`config.mk`:
```
export PLATFORM = sky130hd
export DESIGN_NAME = lcd_refresh_controller
export DESIGN_NICKNAME = d
export VERILOG_FILES = /design/src/rtl/lcd_pkg.sv /design/src/rtl/lcd_nibble_writer.sv /design/src/rtl/lcd_refresh_controller.sv
export SDC_FILE = /design/constraint.sdc
export NUM_CORES = 1
export LEC_CHECK = 0
export CORE_AREA = 4 4 140 75
export DETAILED_ROUTE_END_ITERATION = 16
export DIE_AREA = 0 0 144 79
export PLACE_DENSITY = 0.68
export SETUP_SLACK_MARGIN = 0.02
export SLEW_MARGIN = 20
export SYNTH_ARGS = -nofsm -noshare
export SYNTH_HDL_FRONTEND = slang
export SYNTH_SLANG_ARGS = --single-unit
```
`constraint.sdc`:
```
create_clock -name clk -period 6.9 [get_ports clk]
set_input_delay 1.035 -clock clk [delete_from_list [all_inputs] [get_ports clk]]
set_output_delay 1.035 -clock clk [all_outputs]
set_load 0.05 [all_outputs]
```
`src/rtl/lcd_pkg.sv`:
```
// Shared constants for the HD44780 refresh controller: LCD commands, init
// nibbles, FSM encodings and a delay-width helper.
package lcd_pkg;

  localparam logic [7:0] CMD_FUNC_SET = 8'h28;
  localparam logic [7:0] CMD_ENTRY    = 8'h06;
  localparam logic [7:0] CMD_DISP_ON  = 8'h0C;
  localparam logic [7:0] CMD_CLEAR    = 8'h01;
  localparam logic [7:0] CMD_LINE1    = 8'h80;
  localparam logic [7:0] CMD_LINE2    = 8'hC0;

  localparam logic [3:0] INIT_NIB3 = 4'h3;
  localparam logic [3:0] INIT_NIB2 = 4'h2;

  // Top-level sequencer states (init chain followed by the refresh loop)
  localparam logic [3:0] S_PWR_WAIT = 4'd0;
  localparam logic [3:0] S_N3A      = 4'd1;
  localparam logic [3:0] S_N3B      = 4'd2;
  localparam logic [3:0] S_N3C      = 4'd3;
  localparam logic [3:0] S_N2       = 4'd4;
  localparam logic [3:0] S_FUNC     = 4'd5;
  localparam logic [3:0] S_ENTRY    = 4'd6;
  localparam logic [3:0] S_DISP     = 4'd7;
  localparam logic [3:0] S_CLR      = 4'd8;
  localparam logic [3:0] S_IDLE     = 4'd9;
  localparam logic [3:0] S_SETADDR  = 4'd10;
  localparam logic [3:0] S_FETCH    = 4'd11;
  localparam logic [3:0] S_CHAR     = 4'd12;

  // Nibble writer phases
  localparam logic [2:0] PH_IDLE  = 3'd0;
  localparam logic [2:0] PH_SETUP = 3'd1;
  localparam logic [2:0] PH_PULSE = 3'd2;
  localparam logic [2:0] PH_HOLD  = 3'd3;
  localparam logic [2:0] PH_WAIT  = 3'd4;

  function automatic logic [19:0] cyc(input int unsigned n);
    return 20'(n);
  endfunction

endpackage

```
`src/rtl/lcd_nibble_writer.sv`:
```
// Drives one LCD nibble: data/RS setup, registered E pulse, hold, then a
// programmable post-delay before a one-cycle done.
module lcd_nibble_writer
  import lcd_pkg::*;
#(
  parameter int unsigned T_E = 12
) (
  input  logic        clk,
  input  logic        rst_n,
  input  logic        start,
  input  logic [3:0]  nibble,
  input  logic        rs,
  input  logic [19:0] post_delay,
  output logic        LCD_E,
  output logic [3:0]  SF_D,
  output logic        LCD_RS,
  output logic        done
);

  logic [2:0]  phase_q, phase_d;
  logic [19:0] cnt_q, cnt_d;
  logic        e_q, e_d;
  logic [3:0]  sf_d_q, sf_d_d;
  logic        rs_q, rs_d;
  logic        done_q, done_d;

  always_comb begin
    // NOTE: every signal gets a default first so no path leaves it unassigned (no latch).
    phase_d = phase_q;
    cnt_d   = cnt_q;
    e_d     = e_q;
    sf_d_d  = sf_d_q;
    rs_d    = rs_q;
    done_d  = 1'b0;
    case (phase_q)
      PH_IDLE: if (start) begin
        sf_d_d  = nibble;
        rs_d    = rs;
        cnt_d   = 20'd1;          // two cycles of setup before E rises
        phase_d = PH_SETUP;
      end
      PH_SETUP: if (cnt_q == '0) begin
        e_d     = 1'b1;
        cnt_d   = cyc(T_E) - 20'd1;
        phase_d = PH_PULSE;
      end else cnt_d = cnt_q - 20'd1;
      PH_PULSE: if (cnt_q == '0) begin
        e_d     = 1'b0;
        phase_d = PH_HOLD;
      end else cnt_d = cnt_q - 20'd1;
      PH_HOLD: begin
        cnt_d   = post_delay - 20'd1;
        phase_d = PH_WAIT;
      end
      PH_WAIT: if (cnt_q == '0) begin
        done_d  = 1'b1;
        phase_d = PH_IDLE;
      end else cnt_d = cnt_q - 20'd1;
      default: phase_d = PH_IDLE;
    endcase
  end

  // NOTE: sequential state uses non-blocking assignments so all flops update together.
  always_ff @(posedge clk or negedge rst_n) begin
    if (!rst_n) begin
      phase_q <= PH_IDLE;
      cnt_q   <= '0;
      e_q     <= 1'b0;
      sf_d_q  <= '0;
      rs_q    <= 1'b0;
      done_q  <= 1'b0;
    end else begin
      phase_q <= phase_d;
      cnt_q   <= cnt_d;
      e_q     <= e_d;
      sf_d_q  <= sf_d_d;
      rs_q    <= rs_d;
      done_q  <= done_d;
    end
  end

  assign LCD_E  = e_q;
  assign SF_D   = sf_d_q;
  assign LCD_RS = rs_q;
  assign done   = done_q;

endmodule

```
`src/rtl/lcd_refresh_controller.sv`:
```
// HD44780 4-bit init followed by continuous refresh of 32 characters read
// from the MultiRAM port (0-15 on line 1, 16-31 on line 2).
module lcd_refresh_controller
  import lcd_pkg::*;
#(
  parameter int unsigned T_POWERON = 750000,
  parameter int unsigned T_INIT1   = 205000,
  parameter int unsigned T_INIT2   = 5000,
  parameter int unsigned T_CMD     = 2000,
  parameter int unsigned T_CLEAR   = 82000,
  parameter int unsigned T_E       = 12,
  parameter int unsigned T_NIB     = 50
) (
  input  logic       clk,
  input  logic       rst_n,
  input  logic       refresh_en,
  output logic [4:0] MultiRAM_ADD,
  input  logic [7:0] MultiRAM_DOUT,
  output logic       LCD_E,
  output logic       LCD_RS,
  output logic       LCD_RW,
  output logic [3:0] SF_D,
  output logic       init_done,
  output logic       busy,
  output logic       frame_done
);

  logic [3:0]  state_q, state_d;
  logic        pend_q, pend_d;
  logic        lo_q, lo_d;
  logic [4:0]  idx_q, idx_d;
  logic [4:0]  addr_q, addr_d;
  logic [7:0]  char_q, char_d;
  logic [1:0]  fcnt_q, fcnt_d;
  logic [19:0] pwr_cnt_q, pwr_cnt_d;
  logic        init_done_q, init_done_d;
  logic        busy_q, busy_d;
  logic        frame_done_q, frame_done_d;

  logic        wr_start, wr_rs, wr_done;
  logic [3:0]  wr_nibble;
  logic [19:0] wr_delay;
  logic        writes, is_byte, byte_rs, step_done;
  logic [7:0]  byte_val;

  always_comb begin
    state_d      = state_q;
    pend_d       = pend_q;
    lo_d         = lo_q;
    idx_d        = idx_q;
    addr_d       = addr_q;
    char_d       = char_q;
    fcnt_d       = fcnt_q;
    pwr_cnt_d    = pwr_cnt_q;
    init_done_d  = init_done_q;
    frame_done_d = 1'b0;
    wr_start     = 1'b0;
    wr_nibble    = '0;
    wr_rs        = 1'b0;
    wr_delay     = cyc(T_CMD);
    writes       = 1'b1;
    is_byte      = 1'b1;
    byte_val     = 8'h00;
    byte_rs      = 1'b0;
    step_done    = 1'b0;

    // What the current state puts on the bus
    case (state_q)
      S_N3A:     begin is_byte = 1'b0; wr_nibble = INIT_NIB3; wr_delay = cyc(T_INIT1); end
      S_N3B:     begin is_byte = 1'b0; wr_nibble = INIT_NIB3; wr_delay = cyc(T_INIT2); end
      S_N3C:     begin is_byte = 1'b0; wr_nibble = INIT_NIB3; end
      S_N2:      begin is_byte = 1'b0; wr_nibble = INIT_NIB2; end
      S_FUNC:    byte_val = CMD_FUNC_SET;
      S_ENTRY:   byte_val = CMD_ENTRY;
      S_DISP:    byte_val = CMD_DISP_ON;
      S_CLR:     byte_val = CMD_CLEAR;
      S_SETADDR: byte_val = idx_q[4] ? CMD_LINE2 : CMD_LINE1;
      S_CHAR:    begin byte_val = char_q; byte_rs = 1'b1; end
      default:   writes = 1'b0;
    endcase

    if (writes && is_byte) begin
      wr_rs     = byte_rs;
      wr_nibble = lo_q ? byte_val[3:0] : byte_val[7:4];
      if (!lo_q)                                wr_delay = cyc(T_NIB);
      else if (!byte_rs && byte_val == CMD_CLEAR) wr_delay = cyc(T_CLEAR);
    end

    // One writer transaction per nibble; a byte is two back-to-back nibbles
    if (writes) begin
      if (!pend_q) begin
        wr_start = 1'b1;
        pend_d   = 1'b1;
      end else if (wr_done) begin
        pend_d = 1'b0;
        if (is_byte && !lo_q) lo_d = 1'b1;
        else begin
          lo_d      = 1'b0;
          step_done = 1'b1;
        end
      end
    end

    case (state_q)
      S_PWR_WAIT:
        if (pwr_cnt_q == cyc(T_POWERON) - 20'd1) begin
          wr_start  = 1'b1;
          wr_nibble = INIT_NIB3;
          wr_delay  = cyc(T_INIT1);
          pend_d    = 1'b1;
          state_d   = S_N3A;
        end else pwr_cnt_d = pwr_cnt_q + 20'd1;
      S_N3A:     if (step_done) state_d = S_N3B;
      S_N3B:     if (step_done) state_d = S_N3C;
      S_N3C:     if (step_done) state_d = S_N2;
      S_N2:      if (step_done) state_d = S_FUNC;
      S_FUNC:    if (step_done) state_d = S_ENTRY;
      S_ENTRY:   if (step_done) state_d = S_DISP;
      S_DISP:    if (step_done) state_d = S_CLR;
      S_CLR:     if (step_done) begin init_done_d = 1'b1; state_d = S_IDLE; end
      S_IDLE:    if (refresh_en) state_d = S_SETADDR;
      S_SETADDR: if (step_done) state_d = S_FETCH;
      S_FETCH:
        // Address register, then one cycle of RAM latency, then capture
        case (fcnt_q)
          2'd0:    begin addr_d = idx_q; fcnt_d = 2'd1; end
          2'd1:    fcnt_d = 2'd2;
          default: begin char_d = MultiRAM_DOUT; fcnt_d = 2'd0; state_d = S_CHAR; end
        endcase
      S_CHAR:
        if (step_done) begin
          idx_d = idx_q + 5'd1;
          if (idx_q == 5'd15)      state_d = S_SETADDR;
          else if (idx_q == 5'd31) begin frame_done_d = 1'b1; state_d = S_IDLE; end
          else                     state_d = S_FETCH;
        end
      default:   state_d = S_PWR_WAIT;
    endcase

    busy_d = (state_d == S_SETADDR) || (state_d == S_FETCH) || (state_d == S_CHAR);
  end

  always_ff @(posedge clk or negedge rst_n) begin
    if (!rst_n) begin
      state_q      <= S_PWR_WAIT;
      pend_q       <= 1'b0;
      lo_q         <= 1'b0;
      idx_q        <= '0;
      addr_q       <= '0;
      char_q       <= '0;
      fcnt_q       <= '0;
      pwr_cnt_q    <= '0;
      init_done_q  <= 1'b0;
      busy_q       <= 1'b0;
      frame_done_q <= 1'b0;
    end else begin
      state_q      <= state_d;
      pend_q       <= pend_d;
      lo_q         <= lo_d;
      idx_q        <= idx_d;
      addr_q       <= addr_d;
      char_q       <= char_d;
      fcnt_q       <= fcnt_d;
      pwr_cnt_q    <= pwr_cnt_d;
      init_done_q  <= init_done_d;
      busy_q       <= busy_d;
      frame_done_q <= frame_done_d;
    end
  end

  lcd_nibble_writer #(.T_E(T_E)) u_writer (
    .clk        (clk),
    .rst_n      (rst_n),
    .start      (wr_start),
    .nibble     (wr_nibble),
    .rs         (wr_rs),
    .post_delay (wr_delay),
    .LCD_E      (LCD_E),
    .SF_D       (SF_D),
    .LCD_RS     (LCD_RS),
    .done       (wr_done)
  );

  assign MultiRAM_ADD = addr_q;
  assign LCD_RW       = 1'b0;
  assign init_done    = init_done_q;
  assign busy         = busy_q;
  assign frame_done   = frame_done_q;

endmodule

```
* After elaboration in Yosys (flattened, before gate mapping)
Cells that the tools add are included.
** Storage, ports and cells
- Register bits after elaboration :: 79
- Output and inout port bits :: 15
- Word-level logic and storage cells :: 146
** Cells by class
- Add/subtract/negate cells :: 4
- Equality and inequality tests :: 29
- Muxes and demuxes :: 66
- Bitwise logic cells :: 2
- Reduce and logical (&&, ||, !) cells :: 28
** Operator list (count)
- 20-bit two-way mux :: 8
- 20-bit one-hot mux with 4 select lines :: 1
- 4-bit two-way mux :: 17
- 4-bit one-hot mux with 13 select lines :: 1
- 8-bit one-hot mux with 6 select lines :: 1
- 20-bit by 1-bit subtractor with 20-bit output, second input constant :: 2
- 18-bit one-hot mux with 2 select lines :: 1
- 4-bit == test, second input constant :: 8
- 1-bit two-way mux :: 26
- 20-bit by 1-bit adder with 20-bit output, second input constant :: 1
- 20-bit == test, second input constant :: 1
- 20-bit zero test :: 1
- 4-bit by 3-bit == test with 1-bit output, second input constant :: 4
- 3-bit one-hot mux with 5 select lines :: 1
- 3-bit two-way mux :: 4
- 2-bit AND reduction :: 6
- 10-bit OR reduction :: 1
- 3-bit AND reduction :: 3
- 4-bit by 2-bit == test with 1-bit output, second input constant :: 2
- 8-bit by 1-bit == test with 1-bit output, second input constant :: 1
- 2-bit by 1-bit inequality test with 1-bit output, second input constant :: 4
- 2-bit one-hot mux with 2 select lines :: 2
- 7-bit two-way mux :: 1
- 3-bit by 2-bit == test with 1-bit output, second input constant :: 2
- other kinds (23) :: 30

* Depth between registers and ports, before layout
Gate-level depths: netlist of run 1.
- Depth after elaboration :: 13
- Gate-level depth with buffers :: 13
- Depth with buffers taken out :: 13

* Cells and area by module
A second synthesis of run 1 with hierarchy kept.
** Unflattened totals
- Cells, all modules :: 538
- Area, all modules :: 5014.8 µm²
** Modules (own cells, without submodules)
- lcd_refresh_controller :: times used 1, cells an instance 270, area each 2702.6 µm², seq. area each 1226.2 µm²
- lcd_nibble_writer :: times used 1, cells an instance 268, area each 2312.2 µm², seq. area each 750.7 µm²

* Worst setup path after synthesis of run 1
OpenSTA, ideal clock, no wires.
- Path type :: register -> register
- Start point :: reg pwr_cnt_q[0]
- End point :: reg u_writer.cnt_q[12]
- Library setup time :: 0.083 ns
- Arrival time :: 2.555 ns
- Setup slack :: 4.263 ns
- Cell stages (with the launch flop) :: 14
- Buffers on the path :: 0
- Period minus slack after synthesis :: 2.637 ns
- Cell sequence :: dfrtp_1 ha_1 nor4bb_1 and3_1 nand2_1 a2111o_1 inv_1 ha_1 nor2b_1 a22oi_1 or3_1 o31ai_1 a21oi_1 o21ai_0
** Between the ends
- Longest elaborated chain between the ends :: 5
** Ends and longest elaborated chain
- from (decl) :: RTL line lcd_refresh_controller.sv:35 : logic [19:0] pwr_cnt_q, pwr_cnt_d;
- from (signal assigned) :: RTL line lcd_refresh_controller.sv:164 : pwr_cnt_q <= pwr_cnt_d;
- 20-bit == test * :: RTL line lcd_refresh_controller.sv:106 : if (pwr_cnt_q == cyc(T_POWERON) - 20'd1) begin
- 20-bit two-way mux or 1-bit two-way mux (tied branches) :: RTL line lcd_refresh_controller.sv:106
- 20-bit two-way mux or 1-bit two-way mux (tied branches) :: RTL line lcd_refresh_controller.sv:104 : case (state_q)
- 20-bit by 1-bit subtractor with 20-bit output or 2-bit by 1-bit inequality test with 1-bit output (tied branches)
- 20-bit one-hot mux with 4 select lines or 3-bit AND reduction (tied branches)
- to (signal assigned) :: RTL line lcd_nibble_writer.sv:74 : cnt_q <= cnt_d;
- to (decl) :: RTL line lcd_nibble_writer.sv:21 : logic [19:0] cnt_q, cnt_d;
Every way passes the cells marked *; elsewhere a longest branch is shown, timed or not.
A chain may end at the register's enable or synchronous reset.

* Final worst setup path of run 1
- Start point :: reg state_q[1]
- End point :: reg u_writer.cnt_q[16]
** Between the ends
- Longest elaborated chain between the ends :: 11
** Ends and longest elaborated chain
- from (decl) :: RTL line lcd_refresh_controller.sv:28 : logic [3:0] state_q, state_d;
- from (signal assigned) :: RTL line lcd_refresh_controller.sv:157 : state_q <= state_d;
- 4-bit == test or 4-bit by 3-bit == test with 1-bit output (tied branches) :: RTL line lcd_refresh_controller.sv:68 : case (state_q)
- 8-bit one-hot mux with 6 select lines or 1-bit two-way mux (tied branches) :: RTL line lcd_refresh_controller.sv:68
- 8-bit by 1-bit == test with 1-bit output or 1-bit zero test (tied branches) :: RTL line lcd_refresh_controller.sv:86 : else if (!byte_rs && byte_val == CMD_CLEAR) wr_delay = cyc(T_CLEAR);
- 1-bit logical AND :: RTL line lcd_refresh_controller.sv:86
- 20-bit two-way mux :: RTL line lcd_refresh_controller.sv:86
- 20-bit two-way mux :: RTL line lcd_refresh_controller.sv:85 : if (!lo_q) wr_delay = cyc(T_NIB);
- 20-bit two-way mux :: RTL line lcd_refresh_controller.sv:82 : if (writes && is_byte) begin
- 20-bit two-way mux :: RTL line lcd_refresh_controller.sv:106
- 20-bit two-way mux :: RTL line lcd_refresh_controller.sv:104
- 20-bit by 1-bit subtractor with 20-bit output :: RTL line lcd_nibble_writer.sv:52 : cnt_d = post_delay - 20'd1;
- 20-bit one-hot mux with 4 select lines :: RTL line lcd_nibble_writer.sv:35 : case (phase_q)
Several ways; a longest one is shown, not always the timed one.

==> impl_metrics.ini, run 1 <==
[clock_network]
cts_setup_buffers = 0
cts_hold_buf = 0
htreeDepth = 3
ctsResizeCount = 0
tritoncts = built
clk_pin_slew_ns = 0.06
numCtsBuffers = 9
cts_buffer_depth = 2
clock_sinks = 79
clk_latency_ns = 0.34
cts-root-buf = clkbuf_16

[logic_synthesis]
synth.most_common_cell = dfrtp_1
synth_top_family_by_area = simple AND/OR/NAND/NOR gates
syn-instance-count = 481
ys_warn_count = 0
avgSynthCellArea_um2 = 9.44
synth_mux_area_share_pct = 5.07
yosys.cell_types.count = 70
yosys.area_share.xor_xnor_pct = 4.44
synth-async-reset-ratio_pct = 100
synth_compound_area_share_pct = 17.8
synth_fa_ha_area_share_pct = 2.75
ys_top_cells_by_area = dfrtp_1, mux2_2, nand2_1, o21ai_0, nor2_1
synth_seq_cells = 79
yosysSeqAreaShare_pct = 43.5
synth-edff-count = 0
synth_common_cells = dfrtp_1, nand2_1, nor2_1
yosys.area.top_type_share_pct = 43.5
synth-simple-area-share_pct = 22.9
syn_area_um2 = 4540
synthesis.nets = 502
yosysTopAreaCell = dfrtp_1
ys.flop_type = dfrtp_1

[sta]
maxSlewViolCount = 0
finalCriticalPeriod_ns = 3.64
hold_viol_final = 0
rsz0062_at_grt = false
setup_violations = 0
worst-slew-pin-transition_ns = 1.02
fmax_ghz = 0.275
relSlewSlack_pct = 31.9
period_share_pct = 52.7
finClkSkew_ns = 0.00771
fin_tns_setup_ns = 0

[floorplanning]
rows = 25
ios = 26
die_h_um = 79
die_x_um = 144
coreArea_um2 = 9230
die-area_um2 = 11400
start_util_pct = 49.2

[worst_hold_path]
min_to = init_done
min_from = init_done
hold_depth = 1
hold_class = register to register

[setup_path]
cp.required_ns = 7.10
r2r-start = state_q[1]
crit_chain = o21ai_0, and2_1, nor3_1, inv_1, ha_1, nand2b_1, a22oi_1, o22a_1, o32ai_1, a211oi_1, o21ai_0
cp-startpoint = state_q[1]
cp-start-kind = register
slowest_delay_ns = 0.92
crit_fanout = 29
cp_slowest_cell = dfrtp_1
r2r_cells = 11
rr_endpoint = u_writer.cnt_q[16]
crit_path_frequent_cell = o21ai_0
crit_path_end_kind = register
ff2ff_setup_slack_ns = 3.26
arrival_ns = 3.84
crit_type = register to register

[placement]
dp_hpwl_mm = 8.42
globalplace.congestion = 0.943
portBuffers = 24

[routing]
drtAntennaViolNets = 0
firstDrtPassIters = 5
wl_per_cell_um = 18.5
avgViaCountPerCell = 6.14
vias = 3799
remaining_drc_errors = 0
totalWireLength_mm = 11.4
initialDrtViolationCount = 427

[flow_run]
drv_cap = 0

[finish]
diodes = 0
drive_above_1_share_pct = 9.24
nets = 514
syn2layout_area_growth_pct = 12.6

[global_route]
grtUsageTotal_pct = 21.2
grt_pass1_vias = 3586
grt_pass1_wl_mm = 19.0
overflow = 0
antenna_found_initial = 0
grt_max_degree = 80

[power_and_ir_drop]
p_total_mw = 0.934
ir_drop_mv = 0.119
powerDensity_nw_per_um2 = 183
p_leak_nw = 2.14

[status]
run_status = finished, final reports clean
==> power by group <==
part           internal, mW  total [mW]  switching [mW]
clock network         0.254       0.449           0.194
logic               0.00710      0.0184          0.0113
registers             0.466       0.467         0.00125
==> flip-flops by register name (all words and copies together) (netlist names) <==
name / flops
pwr_cnt_q: 20
u_writer.done: 1
u_writer.cnt_q: 20
u_writer.phase_q: 3
busy: 1
u_writer.LCD_RS: 1
u_writer.SF_D: 4
char_q: 8
init_done: 1
state_q: 4
idx_q: 5
lo_q: 1
MultiRAM_ADD: 5
frame_done: 1
u_writer.LCD_E: 1
fcnt_q: 2
pend_q: 1
==> how the worst max path moves through the flow <==
stage,slack (ns),to
after detailed placement,3.39,u_writer.cnt_q[16]
after floorplan,4.26,u_writer.cnt_q[12]
after CTS,3.37,u_writer.cnt_q[16]
after global routing,3.07,u_writer.cnt_q[16]
final,3.26,u_writer.cnt_q[16]
after global placement,3.64,u_writer.cnt_q[16]
==> through the flow <==
step | hold slack (ns) | setup slack, ns | util, % | cell area [um^2] | std cells
4_1_cts | 0.465 | 3.37 | 55.4 | 5110 | 619
3_3_place_gp | 0.445 | 3.64 | 52.3 | 4830 | 603
6_report | 0.458 | 3.26 | 55.4 | 5120 | 619
2_1_floorplan | 0.442 | 4.26 | - | 4540 | 481
3_5_place_dp | 0.456 | 3.39 | 52.3 | 4830 | 603
5_1_grt | 0.480 | 3.07 | 55.4 | 5120 | 619
==> routing by layer <==
layer	part of all wire (%)	vias up	GRT usage (%)
met4	0.62	0	3.67
li1	-	1788	-
met3	9.6	9	6.62
met2	38	170	26.6
met5	0	-	2.39
met1	52	1832	34.5
==> placed cells by master (no fill, tap or decap), types with 13 or more instances in the layout <==
cell | Yosys | routed
nand2_1 | 47 | 47
o21ai_0 | 33 | 33
a21oi_1 | 21 | 21
dfrtp_1 | 79 | 79
nor2_1 | 42 | 42
mux2_2 | 16 | 16
inv_1 | 13 | 13
nor3_1 | 22 | 22
clkdlybuf4s50_1 | 0 | 23
xnor2_1 | 14 | 14
==> cell families (layout without fill, tap and decap cells) <==
| kind of cell | count (synthesis) | count (layout) |
|---|---|---|
| other | 1 | 1 |
| and+or+nand+nor | 192 | 192 |
| DFF | 79 | 79 |
| muxes | 21 | 21 |
| xor gates and xnor gates | 23 | 23 |
| adders and majority gates | 10 | 10 |
| AOI/OAI and AO/OA | 118 | 118 |
| buffers and inverters | 37 | 54 |
==> area by class of cell <==
cell class | count | area (um^2)
clock inverter | 6 | 45.0
clock buffer | 10 | 239
tap | 121 | 151
fill | 782 | 4110
inverter | 14 | 52.6
timing repair buffer | 24 | 241
sequential | 79 | 1980
multi-input combinational | 365 | 2410
==> critical path: cells and delay by family, from the launching register on <==
family / cells / cell delay [ns]
DFF: 1 / 0.92
and+or+nand+nor: 3 / 0.97
adders and majority gates: 1 / 0.27
buffers and inverters: 1 / 0.28
AOI/OAI and AO/OA: 6 / 1.06
Note: power is estimated with default switching activity, not from simulation.
==> run 2, diff against run 1 <==
==> constraint.sdc (replaced) <==
create_clock -name clk -period 3.6 [get_ports clk]
set_input_delay 0.54 -clock clk [delete_from_list [all_inputs] [get_ports clk]]
set_output_delay 0.54 -clock clk [all_outputs]
set_load 0.05 [all_outputs]
==> impl_metrics.ini, run 2 (synthesis gave the netlist of run 1 again) <==
[setup_path]
ff2ff_setup_slack_ns = 0.58
path_buf_inv = 1
crit_type = register to register
rr_endpoint = u_writer.cnt_q[16]
cp-startpoint = pwr_cnt_q[0]
cp.required_ns = 3.86
crit_fanout = 5
cp_slowest_cell = a2111o_1
arrival_ns = 3.27
crit_family = compound AO/OA/AOI/OAI gates
crit_end = u_writer.cnt_q[16]
crit_chain = ha_1, nor4bb_1, and3_1, nand2_1, a2111o_1, inv_1, ha_1, nor2b_1, nand2_1, o22a_1, o32ai_1, a211oi_1, o21ai_0
r2r-start = pwr_cnt_q[0]
cp-start-kind = register
crit_path_end_kind = register
r2r_cells = 13
slowest_delay_ns = 0.50
cp.depth = 13

[finish]
drive_above_1_share_pct = 10.7
multi_input_area_um2 = 2410
seqCellArea_um2 = 1980
nets = 523
final_common_cell = dfrtp_1
diodes = 0
top_regs = pwr_cnt_q: 20 flops, u_writer.cnt_q: 20 flops, char_q: 8 flops
fill_cells = 805
mostFrequentLayoutCells = dfrtp_1, nand2_1, nor2_1, o21ai_0, clkdlybuf4s50_1
syn2layout_area_growth_pct = 15.2

[clock_network]
clk_latency_ns = 0.34
ctsResizeCount = 0
clock_sinks = 79
tritoncts = built
cts-root-buf = clkbuf_16
clk_pin_slew_ns = 0.06
cts_buffer_depth = 2
htreeDepth = 3
cts_setup_buffers = 0
numCtsBuffers = 9
cts_hold_buf = 0

[sta]
hold_viol_final = 0
rsz0062_at_grt = false
fin_tns_setup_ns = 0
maxSlewViolCount = 0
relSlewSlack_pct = 53.1
worst-slew-pin-transition_ns = 0.699
setup_violations = 0
period_share_pct = 83.9
finalCriticalPeriod_ns = 3.02
fmax_ghz = 0.331
finClkSkew_ns = 0.00723

[global_route]
overflow = 0
grt_pass1_wl_mm = 18.8
antenna_found_initial = 0
grtUsageTotal_pct = 21.0
grt_pass1_vias = 3511
grt_max_degree = 80

[placement]
dp_hpwl_mm = 8.35
globalplace.congestion = 0.914
portBuffers = 24

[power_and_ir_drop]
clkPwrFrac_pct = 51.9
p_total_mw = 1.93
switching_power_mw = 0.369
powerDensity_nw_per_um2 = 370
seqPwrFrac_pct = 46.3
p_leak_nw = 2.21
combPwrFrac_pct = 1.8
switching_share_pct = 19.1
internal_power_mw = 1.56
ir_drop_mv = 0.240

[worst_hold_path]
hold_class = input port to asynchronous set/reset pin

[floorplanning]
coreArea_um2 = 9230
start_util_pct = 49.2
die_x_um = 144
die-area_um2 = 11400
die_h_um = 79
ios = 26
rows = 25

[routing]
totalWireLength_mm = 11.2
initialDrtViolationCount = 490
avgViaCountPerCell = 6.10
vias = 3826
remaining_drc_errors = 0
wl_per_cell_um = 17.8
drtAntennaViolNets = 0
firstDrtPassIters = 5

[status]
run_status = finished, final reports clean

[flow_run]
drv_cap = 0
==> run 2: cell types whose count changed in the layout (fill, tap and decap cells not counted) <==
cell        delta
clkinv_4       -1
clkbuf_8       +2
inv_6          -1
buf_4          +9
clkinvlp_4     -3
bufinv_16      +2
==> run 2: through the flow <==
stage	util (%)	hold slack (ns)	area, um^2	setup slack (ns)	std cells
detailed placement	53.1	0.464	4900	0.614	612
global placement	53.1	0.459	4900	0.754	612
CTS	56.7	0.400	5230	0.611	627
floorplan	-	0.244	4540	0.963	481
global route	56.7	0.301	5230	0.280	627
finish	56.7	0.218	5230	0.581	627
==> run 2: area by class of cell <==
cell class,count,share of cell area (%)
Inverter,14,1.00
Clock buffer,12,5.09
Sequential cell,79,37.8
Tap cell,121,2.89
Timing Repair Buffer,33,5.91
Clock inverter,3,1.24
Multi-Input combinational cell,365,46.1
==> run 2: power by group through the flow <==
stage,Combinational [mW],Sequential (mW),Clock [mW]
detailed placement,0.0364,0.911,0
global route,0.0406,0.895,1.06
CTS,0.0364,0.895,1.02
floorplan,0.00812,0.910,0
finish,0.0350,0.895,1.00
global placement,0.0362,0.911,0
==> run 2: routing by layer <==
| layer | GRT usage, % | part of all wire, % | up-vias | wire length [um] |
|---|---|---|---|---|
| met5 | 2.87 | 0 | - | 0 |
| met4 | 4.79 | 0.89 | 0 | 99 |
| met3 | 5.11 | 9.9 | 10 | 1100 |
| met2 | 25.0 | 37 | 172 | 4150 |
| met1 | 35.9 | 52 | 1848 | 5820 |
| li1 | - | - | 1796 | - |
==> run 2: how the worst min path moves through the flow <==
stage,from,end,slack (ns),cells after the start
3_3_place_gp,pwr_cnt_q[14],pwr_cnt_q[14],0.46,1
5_1_grt,rst_n,u_writer.SF_D[2],0.30,1
4_1_cts,rst_n,char_q[3],0.40,1
3_5_place_dp,u_writer.cnt_q[15],u_writer.cnt_q[15],0.46,1
6_report,rst_n,char_q[3],0.22,1
2_1_floorplan,rst_n,MultiRAM_ADD[0],0.24,0
==> run 3, diff against run 2 <==
==> constraint.sdc (replaced) <==
create_clock -name clk -period 2.9 [get_ports clk]
set_input_delay 0.435 -clock clk [delete_from_list [all_inputs] [get_ports clk]]
set_output_delay 0.435 -clock clk [all_outputs]
set_load 0.05 [all_outputs]
==> impl_metrics.ini, run 3 (synthesis gave the netlist of run 1 again) <==
[routing]
totalWireLength_mm = 12.4
firstDrtPassIters = 6
remaining_drc_errors = 0
initialDrtViolationCount = 446
avgViaCountPerCell = 6.10
wl_per_cell_um = 19.0
vias = 3968
drtAntennaViolNets = 0

[global_route]
overflow = 0
antenna_found_initial = 0
grtUsageTotal_pct = 22.9
grt_max_degree = 80
grt_pass1_vias = 3780
grt_pass1_wl_mm = 20.1

[placement]
portBuffers = 24
dpl_cell_area_um2 = 5050
dp_hpwl_mm = 9.13
preCtsSetupSlack_ns = -0.0641
globalplace.congestion = 0.978

[power_and_ir_drop]
internal_power_mw = 1.93
clkPwrFrac_pct = 51.7
switching_power_mw = 0.466
combPwrFrac_pct = 1.8
p_leak_nw = 2.32
switching_share_pct = 19.5
seqPwrFrac_pct = 46.5
powerDensity_nw_per_um2 = 440
p_total_mw = 2.39
ir_drop_mv = 0.268

[sta]
hold_viol_final = 0
period_share_pct = 96.6
finalCriticalPeriod_ns = 2.80
finClkSkew_ns = 0.00536
rsz0062_at_grt = true
maxSlewViolCount = 0
fin_hold_ws_ns = 0.128
worst-slew-pin-transition_ns = 0.706
worst_slack_ns = 0.0974
relSlewSlack_pct = 52.9
setup_violations = 0
fin_tns_setup_ns = 0
fmax_ghz = 0.357

[floorplanning]
ios = 26
rows = 25
coreArea_um2 = 9230
die_h_um = 79
die-area_um2 = 11400
die_x_um = 144
start_util_pct = 49.2

[setup_path]
cp.required_ns = 3.16
path_buf_inv = 1
crit_family = simple AND/OR/NAND/NOR gates
cp_slowest_cell = a2111o_1
crit_path_end_kind = register
crit_type = register to register
arrival_ns = 3.07
crit_fanout = 6
crit_chain = nor4bb_2, and3_4, nand2_1, a2111o_1, inv_2, ha_1, nor2b_4, a22oi_1, or3_1, o31ai_1, a21oi_1, o21ai_1
slowest_delay_ns = 0.49
cp-start-kind = register

[finish]
top_regs = pwr_cnt_q: 20 flops, u_writer.cnt_q: 20 flops, char_q: 8 flops
final_common_cell = dfrtp_1
design_area_um2 = 5440
syn2layout_area_growth_pct = 19.8
mostFrequentLayoutCells = dfrtp_1, nand2_1, nor2_1, o21ai_0, buf_4
drive_above_1_share_pct = 16.3
nets = 545
diodes = 0

[clock_network]
clock_sinks = 79
tritoncts = built
cts-root-buf = clkbuf_16
htreeDepth = 3
cts_buffer_depth = 2
clk_pin_slew_ns = 0.06
clk_latency_ns = 0.34
numCtsBuffers = 9

[worst_hold_path]
hold_class = input port to asynchronous set/reset pin

[status]
run_status = finished, final reports clean

[flow_run]
drv_cap = 0
run 3: timing repair:
item,in CTS,in global routing
endpoints found under the setup margin,3,16
gates resized for setup,3,12
pin swaps,2,4
setup buffers,0,2
hold buffers,0,0
run 3: power by group through the flow:
stage                     clock, mW  combinational [mW]  sequential [mW]
after global placement            0              0.0449             1.13
after floorplan                   0              0.0101             1.13
after detailed placement          0              0.0453             1.13
after global routing           1.30              0.0508             1.11
after CTS                      1.25              0.0454             1.11
final                          1.24              0.0437             1.11
run 3: cell type report:
type | instances | area (um^2)
repair buffers | 55 | 474
inverters | 14 | 52.6
flip-flops and latches | 79 | 1980
clock buffers | 13 | 260
clock inverters | 3 | 65.1
well taps | 121 | 151
fillers | 771 | 3790
multi-input cells | 365 | 2460
run 3: routing by layer:
layer / up-vias / routed length [um] / track usage [%]
li1: 1839 / - / -
met3: 16 / 1230 / 7.94
met2: 180 / 4780 / 29.5
met1: 1933 / 6280 / 36.5
met5: - / 0 / 0
met4: 0 / 87 / 3.85
run 3: per-stage QoR:
step | utilization [%] | cells
2_1_floorplan | - | 481
6_report | 59.0 | 650
4_1_cts | 58.3 | 648
3_5_place_dp | 54.7 | 632
3_3_place_gp | 54.7 | 632
5_1_grt | 59.0 | 650
run 3: worst paths after layout:
kind	start	endpoint	slack [ns]	depth (start not counted)
min	rst_n	MultiRAM_ADD[0]	0.13	1
max reg2reg	pwr_cnt_q[9]	u_writer.cnt_q[12]	0.1	12
max in group asynchronous	rst_n	u_writer.cnt_q[13]	2.29	1
min in group clk	pwr_cnt_q[14]	pwr_cnt_q[14]	0.47	1
max	pwr_cnt_q[9]	u_writer.cnt_q[12]	0.1	12
min reg2reg	pwr_cnt_q[14]	pwr_cnt_q[14]	0.47	1
run 3: worst reg2reg max path, stage by stage (launching register included):
cell	delay [ns]
dfrtp_1	0.44
nor4bb_2	0.35
and3_4	0.25
nand2_1	0.05
a2111o_1	0.49
inv_2	0.08
ha_1	0.16
nor2b_4	0.18
a22oi_1	0.07
or3_1	0.36
o31ai_1	0.07
a21oi_1	0.09
o21ai_1	0.12
